### src/rtl/mbist_pkg.sv
// Shared types and the March C- element table for the SRAM BIST controller.
package mbist_pkg;

  typedef enum logic [3:0] {
    ST_IDLE,
    ST_M0,
    ST_M1,
    ST_M2,
    ST_M3,
    ST_M4,
    ST_M5,
    ST_DRAIN,
    ST_DONE
  } mbist_state_t;

  // Backgrounds are single bits replicated across the data word.
  localparam logic D0 = 1'b0;
  localparam logic D1 = 1'b1;

  localparam logic PH_RD = 1'b0;
  localparam logic PH_WR = 1'b1;

  typedef struct packed {
    logic down;
    logic rd_bg;
    logic wr_bg;
    logic has_rd;
    logic has_wr;
  } march_elem_t;

  localparam int unsigned NUM_ELEM = 6;

  localparam march_elem_t MARCH_TBL [NUM_ELEM] = '{
    '{down: 1'b0, rd_bg: D0, wr_bg: D0, has_rd: 1'b0, has_wr: 1'b1},  // M0 up(w0)
    '{down: 1'b0, rd_bg: D0, wr_bg: D1, has_rd: 1'b1, has_wr: 1'b1},  // M1 up(r0,w1)
    '{down: 1'b0, rd_bg: D1, wr_bg: D0, has_rd: 1'b1, has_wr: 1'b1},  // M2 up(r1,w0)
    '{down: 1'b1, rd_bg: D0, wr_bg: D1, has_rd: 1'b1, has_wr: 1'b1},  // M3 down(r0,w1)
    '{down: 1'b1, rd_bg: D1, wr_bg: D0, has_rd: 1'b1, has_wr: 1'b1},  // M4 down(r1,w0)
    '{down: 1'b0, rd_bg: D0, wr_bg: D0, has_rd: 1'b1, has_wr: 1'b0}   // M5 up(r0)
  };

  // Non-march states map to an all-zero descriptor: no access, ascending.
  function automatic march_elem_t elem_of(mbist_state_t s);
    case (s)
      ST_M0:   elem_of = MARCH_TBL[0];
      ST_M1:   elem_of = MARCH_TBL[1];
      ST_M2:   elem_of = MARCH_TBL[2];
      ST_M3:   elem_of = MARCH_TBL[3];
      ST_M4:   elem_of = MARCH_TBL[4];
      ST_M5:   elem_of = MARCH_TBL[5];
      default: elem_of = '0;
    endcase
  endfunction

  function automatic mbist_state_t next_elem_state(mbist_state_t s);
    case (s)
      ST_M0:   next_elem_state = ST_M1;
      ST_M1:   next_elem_state = ST_M2;
      ST_M2:   next_elem_state = ST_M3;
      ST_M3:   next_elem_state = ST_M4;
      ST_M4:   next_elem_state = ST_M5;
      ST_M5:   next_elem_state = ST_DRAIN;
      default: next_elem_state = ST_IDLE;
    endcase
  endfunction

endpackage

### src/rtl/mbist_addr_gen.sv
// Loadable up/down address counter with a terminal-count flag for one march element.
module mbist_addr_gen
  import mbist_pkg::*;
#(
  parameter int unsigned ADDR_W = 8
) (
  input  logic              clk,
  input  logic              rst_n,
  input  logic              load_i,
  input  logic [ADDR_W-1:0] load_val_i,
  input  logic              step_i,
  input  logic              down_i,
  output logic [ADDR_W-1:0] addr_o,
  output logic              tc_c_o
);

  logic [ADDR_W-1:0] addr_q;
  logic [ADDR_W-1:0] addr_d;

  always_comb begin
    addr_d = addr_q;
    if (load_i) begin
      addr_d = load_val_i;
    end else if (step_i) begin
      addr_d = down_i ? (addr_q - ADDR_W'(1)) : (addr_q + ADDR_W'(1));
    end
  end

  always_ff @(posedge clk or negedge rst_n) begin
    if (!rst_n) begin
      addr_q <= '0;
    end else begin
      addr_q <= addr_d;
    end
  end

  assign addr_o = addr_q;
  // Terminal address depends on the direction of the element currently running.
  assign tc_c_o = down_i ? (addr_q == '0) : (addr_q == '1);

endmodule

### src/rtl/mbist_march_ctrl.sv
// March C- BIST controller for a single-port SRAM with one-cycle read latency.
// Define MBIST_STOP_ON_FAIL_EN to end the run on the first mismatch.
module mbist_march_ctrl
  import mbist_pkg::*;
#(
  parameter int unsigned ADDR_W = 8,
  parameter int unsigned DATA_W = 8
) (
  input  logic              clk,
  input  logic              rst_n,
  input  logic              start,
  output logic [ADDR_W-1:0] ramaddr,
  output logic [DATA_W-1:0] ramin,
  output logic              we,
  input  logic [DATA_W-1:0] ramout,
  output logic              busy,
  output logic              done,
  output logic              fail,
  output logic [ADDR_W-1:0] fail_addr,
  output logic [DATA_W-1:0] fail_data,
  output logic [7:0]        err_cnt
);

  localparam int unsigned ERR_W = 8;

  mbist_state_t state_q, state_d;
  logic phase_q, phase_d;
  logic busy_q, busy_d;
  logic done_q, done_d;
  logic fail_q, fail_d;
  logic [ADDR_W-1:0] fail_addr_q, fail_addr_d;
  logic [DATA_W-1:0] fail_data_q, fail_data_d;
  logic [ERR_W-1:0]  err_q, err_d;
  logic we_q, we_d;
  logic [DATA_W-1:0] ramin_q, ramin_d;

  // Attributes of the access presented this cycle, registered with it.
  logic rd_q, rd_d;
  logic rd_bg_q, rd_bg_d;
  logic last_q, last_d;
  logic down_q, down_d;

  logic              cmp_vld_q, cmp_vld_d;
  logic [ADDR_W-1:0] cmp_addr_q, cmp_addr_d;
  logic [DATA_W-1:0] cmp_exp_q, cmp_exp_d;

  logic              ag_load;
  logic [ADDR_W-1:0] ag_load_val;
  logic              ag_step;
  logic [ADDR_W-1:0] ag_addr;
  logic              ag_tc;

  logic        mismatch;
  march_elem_t nxt_elem;

  mbist_addr_gen #(
    .ADDR_W (ADDR_W)
  ) u_addr_gen (
    .clk        (clk),
    .rst_n      (rst_n),
    .load_i     (ag_load),
    .load_val_i (ag_load_val),
    .step_i     (ag_step),
    .down_i     (down_q),
    .addr_o     (ag_addr),
    .tc_c_o     (ag_tc)
  );

  always_comb begin
    state_d     = state_q;
    phase_d     = phase_q;
    done_d      = done_q;
    fail_d      = fail_q;
    fail_addr_d = fail_addr_q;
    fail_data_d = fail_data_q;
    err_d       = err_q;
    ag_load     = 1'b0;
    ag_load_val = '0;
    ag_step     = 1'b0;
    cmp_vld_d   = rd_q;
    cmp_addr_d  = ag_addr;
    cmp_exp_d   = {DATA_W{rd_bg_q}};

    // Check the read issued last cycle against the data now on ramout.
    mismatch = cmp_vld_q && (ramout != cmp_exp_q);
    if (mismatch) begin
      if (!fail_q) begin
        fail_d      = 1'b1;
        fail_addr_d = cmp_addr_q;
        fail_data_d = ramout;
      end
      if (err_q != '1) begin
        err_d = err_q + ERR_W'(1);
      end
    end

    case (state_q)
      ST_IDLE, ST_DONE: begin
        if (start) begin
          state_d     = ST_M0;
          phase_d     = PH_RD;
          ag_load     = 1'b1;
          done_d      = 1'b0;
          fail_d      = 1'b0;
          fail_addr_d = '0;
          fail_data_d = '0;
          err_d       = '0;
        end
      end
      ST_DRAIN: begin
        state_d = ST_DONE;
        done_d  = 1'b1;
      end
      default: begin
        if (last_q) begin
          phase_d = PH_RD;
          if (ag_tc) begin
            state_d = next_elem_state(state_q);
            ag_load = 1'b1;
          end else begin
            ag_step = 1'b1;
          end
        end else begin
          phase_d = PH_WR;
        end
      end
    endcase

`ifdef MBIST_STOP_ON_FAIL_EN
    if (mismatch) begin
      state_d   = ST_DONE;
      phase_d   = PH_RD;
      done_d    = 1'b1;
      ag_load   = 1'b1;
      ag_step   = 1'b0;
      cmp_vld_d = 1'b0;
    end
`endif

    // Decode the access for the next cycle from the state being entered.
    nxt_elem    = elem_of(state_d);
    ag_load_val = {ADDR_W{nxt_elem.down}};
    rd_d        = nxt_elem.has_rd && (!nxt_elem.has_wr || (phase_d == PH_RD));
    we_d        = nxt_elem.has_wr && (!nxt_elem.has_rd || (phase_d == PH_WR));
    last_d      = !(nxt_elem.has_rd && nxt_elem.has_wr) || (phase_d == PH_WR);
    ramin_d     = {DATA_W{we_d & nxt_elem.wr_bg}};
    rd_bg_d     = nxt_elem.rd_bg;
    down_d      = nxt_elem.down;
    busy_d      = (state_d != ST_IDLE) && (state_d != ST_DONE);
  end

  always_ff @(posedge clk or negedge rst_n) begin
    if (!rst_n) begin
      state_q     <= ST_IDLE;
      phase_q     <= PH_RD;
      busy_q      <= 1'b0;
      done_q      <= 1'b0;
      fail_q      <= 1'b0;
      fail_addr_q <= '0;
      fail_data_q <= '0;
      err_q       <= '0;
      we_q        <= 1'b0;
      ramin_q     <= '0;
      rd_q        <= 1'b0;
      rd_bg_q     <= 1'b0;
      last_q      <= 1'b0;
      down_q      <= 1'b0;
      cmp_vld_q   <= 1'b0;
      cmp_addr_q  <= '0;
      cmp_exp_q   <= '0;
    end else begin
      state_q     <= state_d;
      phase_q     <= phase_d;
      busy_q      <= busy_d;
      done_q      <= done_d;
      fail_q      <= fail_d;
      fail_addr_q <= fail_addr_d;
      fail_data_q <= fail_data_d;
      err_q       <= err_d;
      we_q        <= we_d;
      ramin_q     <= ramin_d;
      rd_q        <= rd_d;
      rd_bg_q     <= rd_bg_d;
      last_q      <= last_d;
      down_q      <= down_d;
      cmp_vld_q   <= cmp_vld_d;
      cmp_addr_q  <= cmp_addr_d;
      cmp_exp_q   <= cmp_exp_d;
    end
  end

  assign ramaddr   = ag_addr;
  assign ramin     = ramin_q;
  assign we        = we_q;
  assign busy      = busy_q;
  assign done      = done_q;
  assign fail      = fail_q;
  assign fail_addr = fail_addr_q;
  assign fail_data = fail_data_q;
  assign err_cnt   = err_q;

endmodule

### config.mk
export PLATFORM = sky130hd
export DESIGN_NAME = mbist_march_ctrl
export DESIGN_NICKNAME = d
export VERILOG_FILES = /design/src/rtl/mbist_pkg.sv /design/src/rtl/mbist_addr_gen.sv /design/src/rtl/mbist_march_ctrl.sv
export SDC_FILE = /design/constraint.sdc
export NUM_CORES = 1
export LEC_CHECK = 0
export BUFFER_PORTS_ARGS = -buffer_cell sky130_fd_sc_hd__buf_2
export CAP_MARGIN = 20
export CORE_MARGIN = 3
export CORE_UTILIZATION = 32
export DETAILED_ROUTE_END_ITERATION = 10
export PLACE_DENSITY = 0.55
export SLEW_MARGIN = 40
export SYNTH_ARGS = -nofsm -noshare
export SYNTH_HDL_FRONTEND = slang
export SYNTH_HIERARCHICAL = 1
export SYNTH_SLANG_ARGS = --single-unit
export TNS_END_PERCENT = 10
### constraint.sdc
create_clock -name clk -period 4.99 [get_ports clk]
set_clock_uncertainty 0.1 [all_clocks]
set_input_delay 0 -clock clk [delete_from_list [all_inputs] [get_ports clk]]
set_output_delay 0 -clock clk [all_outputs]
set_load 0.005 [all_outputs]
==> out/metrics.csv <==
metric;value;unit
syn_avg_cell_area;9.59;um2
grt_overflow;0;
synth_ff_type;dfrtp_1;
ys_ff_latch;56;
clkLatencyLatePin;320;ps
synthCells;319;
synth_common_cells;56 x dfrtp_1, 33 x a21oi_1, 27 x nand3_1;
timing.rr.start;down_q;
start_util;0.329;
ios;55;
place.gp.congestion;0.817;
period_share;0.651;
cts_buffer_depth;2;
vias;2526;
tightest_slew;745;ps
cap_violations;0;
clkTransAtPathRegs;110;ps
tns;0;ps
grt_use_met2;0.220;
drive_gt1_frac;0.227;
netSwitchingFraction;0.240;
track_usage;0.138;
grt_first_pass_wirelength;12.5;mm
startpoint_type;register;
outcome;finished, final reports clean;
ctsResizeCount;0;
remaining_drc_errors;0;
timing.critical_path.to_type;register;
drt_iter0_markers;222;
p_sw;0.181;mW
fin_nets;392;
area_growth;17.8;%
via_per_inst;5.02;
finalCriticalPeriod;3250;ps
p_clk_frac;0.351;
die_y;104;um
grt_max_degree;57;
core_area;9280;um2
grt.busiest_layer;met2;
r2r_cells;9;
yosys.cell_count.top_type;dfrtp_1;
cts_setup_buffers;0;
antenna_found_initial;0;
n_antenna_cell;0;
fmax;308;MHz
wl_per_cell;14.4;um
hold_violations;0;
cellPowerDensity;210;nW/um2
comb_power_share;0.042;
placed_area;3400;um2
arrival;3420;ps
ys.warnings.count;6;
synthAdderAreaFrac;0.0352;
synthesis.area;3060;um2
routed_wl;7.22;mm
io_buffers;54;
chipWidth;104;um
min_path_type;in -> async;
synth_edf_count;0;
num_rows;35;
async_reset_ff_frac;1.00;
setup_violations;0;
yosys-top-cells-area;dfrtp_1 46%, a21oi_1 5.4%, nand3_1 4.4%, o21ai_0 4.1%, ha_1 2.9%;
ys_seq_area_frac;0.458;
cp_max_fo;12;
relSlewSlack;0.503;
grt_use_met3;0.0218;
ys_types;55;
final_area;3600;um2
grt_pass1_vias;2496;
peakVddDrop;99.3;uV
dp_hpwl;4.95;mm
total_power;0.755;mW
h-tree-depth;2;
leakage;1.57;nW
r2r_end;u_addr_gen/addr_o[7];
multiInputGateArea;1500;um2
cts_buffers;5;
synthXorXnorAreaFrac;0.0115;
critical_path_class;reg -> reg;
synthMuxAreaShare;0.0340;
firstDrtPassIters;5;
p_int;0.574;mW
ff_latch_area;1400;um2
cts_num_sinks;56;
worstSetupEndpoint;u_addr_gen/addr_o[7];
cts_tree;done;
synth-compound-area-share;0.190;
clock-root-buffer;clkbuf_8;
drv_slew;0;
rrSetupSlack;1740;ps
yosysTopAreaCellShare;0.458;
power_frac_seq;0.607;
synth_top_family_by_area;simple AND/OR/NAND/NOR gates;
critPathLaunch;down_q;
synth.net_count;338;
rsz0062_at_grt;no;
synth_area_leader_cell;dfrtp_1;
ant_nets;0;
critPathRequiredTime;5160;ps
met1_usage;0.192;
nFillCells;953;
dieArea;10800;um2
yosys.area_share.simple;0.217;
## state kept, by name, summed over array words and instances (netlist names), 4 cells and up
signal	flops
cmp_addr_q	8
fail_data	8
fail_addr	8
u_addr_gen/addr_o	8
err_cnt	8
state_q	4
## through the flow
stage | instances | setup WS [ps] | utilization | hold slack (ps)
3_3_place_gp | 483 | 1850 | 0.365 | 87.5
3_5_place_dp | 485 | 1790 | 0.366 | 99.0
6_report | 503 | 1740 | 0.388 | 239
4_1_cts | 503 | 1750 | 0.387 | 284
5_1_grt | 503 | 1390 | 0.388 | 294
2_1_floorplan | 319 | 2410 | - | -396
## power by group through the flow
stage,combinational [mW],sequential [mW],clock [mW]
floorplan,0.00554,0.468,0
global placement,0.0267,0.467,0
detailed placement,0.0270,0.467,0
CTS,0.0331,0.459,0.275
global route,0.0367,0.459,0.294
finish,0.0320,0.459,0.265
## layout make-up
cell class / instances / area share
inverters: 7 / 0.00729
flip-flops and latches: 56 / 0.389
repair buffers: 71 / 0.117
well taps: 129 / 0.0448
clock buffers: 5 / 0.0191
multi-input cells: 232 / 0.415
clock inverters: 3 / 0.00729
## layout by cell type (no fill, tap or decap), drive strengths merged, types with 8 or more instances in the layout
master | synthesis | final
buf | 14 | 61
nor2 | 12 | 12
a21oi | 33 | 33
o21ai | 25 | 25
nand2 | 21 | 21
dfrtp | 56 | 56
or3 | 9 | 9
inv | 7 | 9
nand3 | 27 | 27
dlygate4sd3 | 0 | 10
nor3 | 8 | 8
## layer usage
| metal | vias up | share of wire |
|---|---|---|
| li1 | 1291 | - |
| met5 | - | 0 |
| met3 | 8 | 0.040 |
| met1 | 1173 | 0.48 |
| met2 | 54 | 0.46 |
| met4 | 0 | 0.011 |
## critical path, cell delays in order (launching register included)
cell,delay (ps)
dfrtp_1,500
inv_2,150
nand4_1,100
o31ai_1,530
nand2_1,390
or3_1,430
a21oi_1,590
inv_1,90
a2bb2oi_1,150
and3b_1,170
## cells by family after synthesis
family                   after synthesis
multiplexers                          10
AND/OR/NAND/NOR                      119
XOR/XNOR                               4
adder cells (fa/ha/maj)                8
flip-flops                            56
AO/OA/AOI/OAI                         91
buffers and inverters                 31
## what timing repair did
action / CTS / global route
hold buffers: 10 / 0
endpoints found under the setup margin: 0 / 0
endpoints found under the hold margin: 65 / 0
## worst min path at each step
stage             from      endpoint  slack [ps]
3_5_place_dp     rst_n  fail_data[4]         100
3_3_place_gp     rst_n  fail_data[4]          90
4_1_cts          rst_n  fail_addr[0]         280
6_report         rst_n  fail_data[4]         240
2_1_floorplan    rst_n          busy        -400
5_1_grt        rd_bg_q  cmp_exp_q[0]         290
Note: power is estimated with default switching activity, not from simulation.
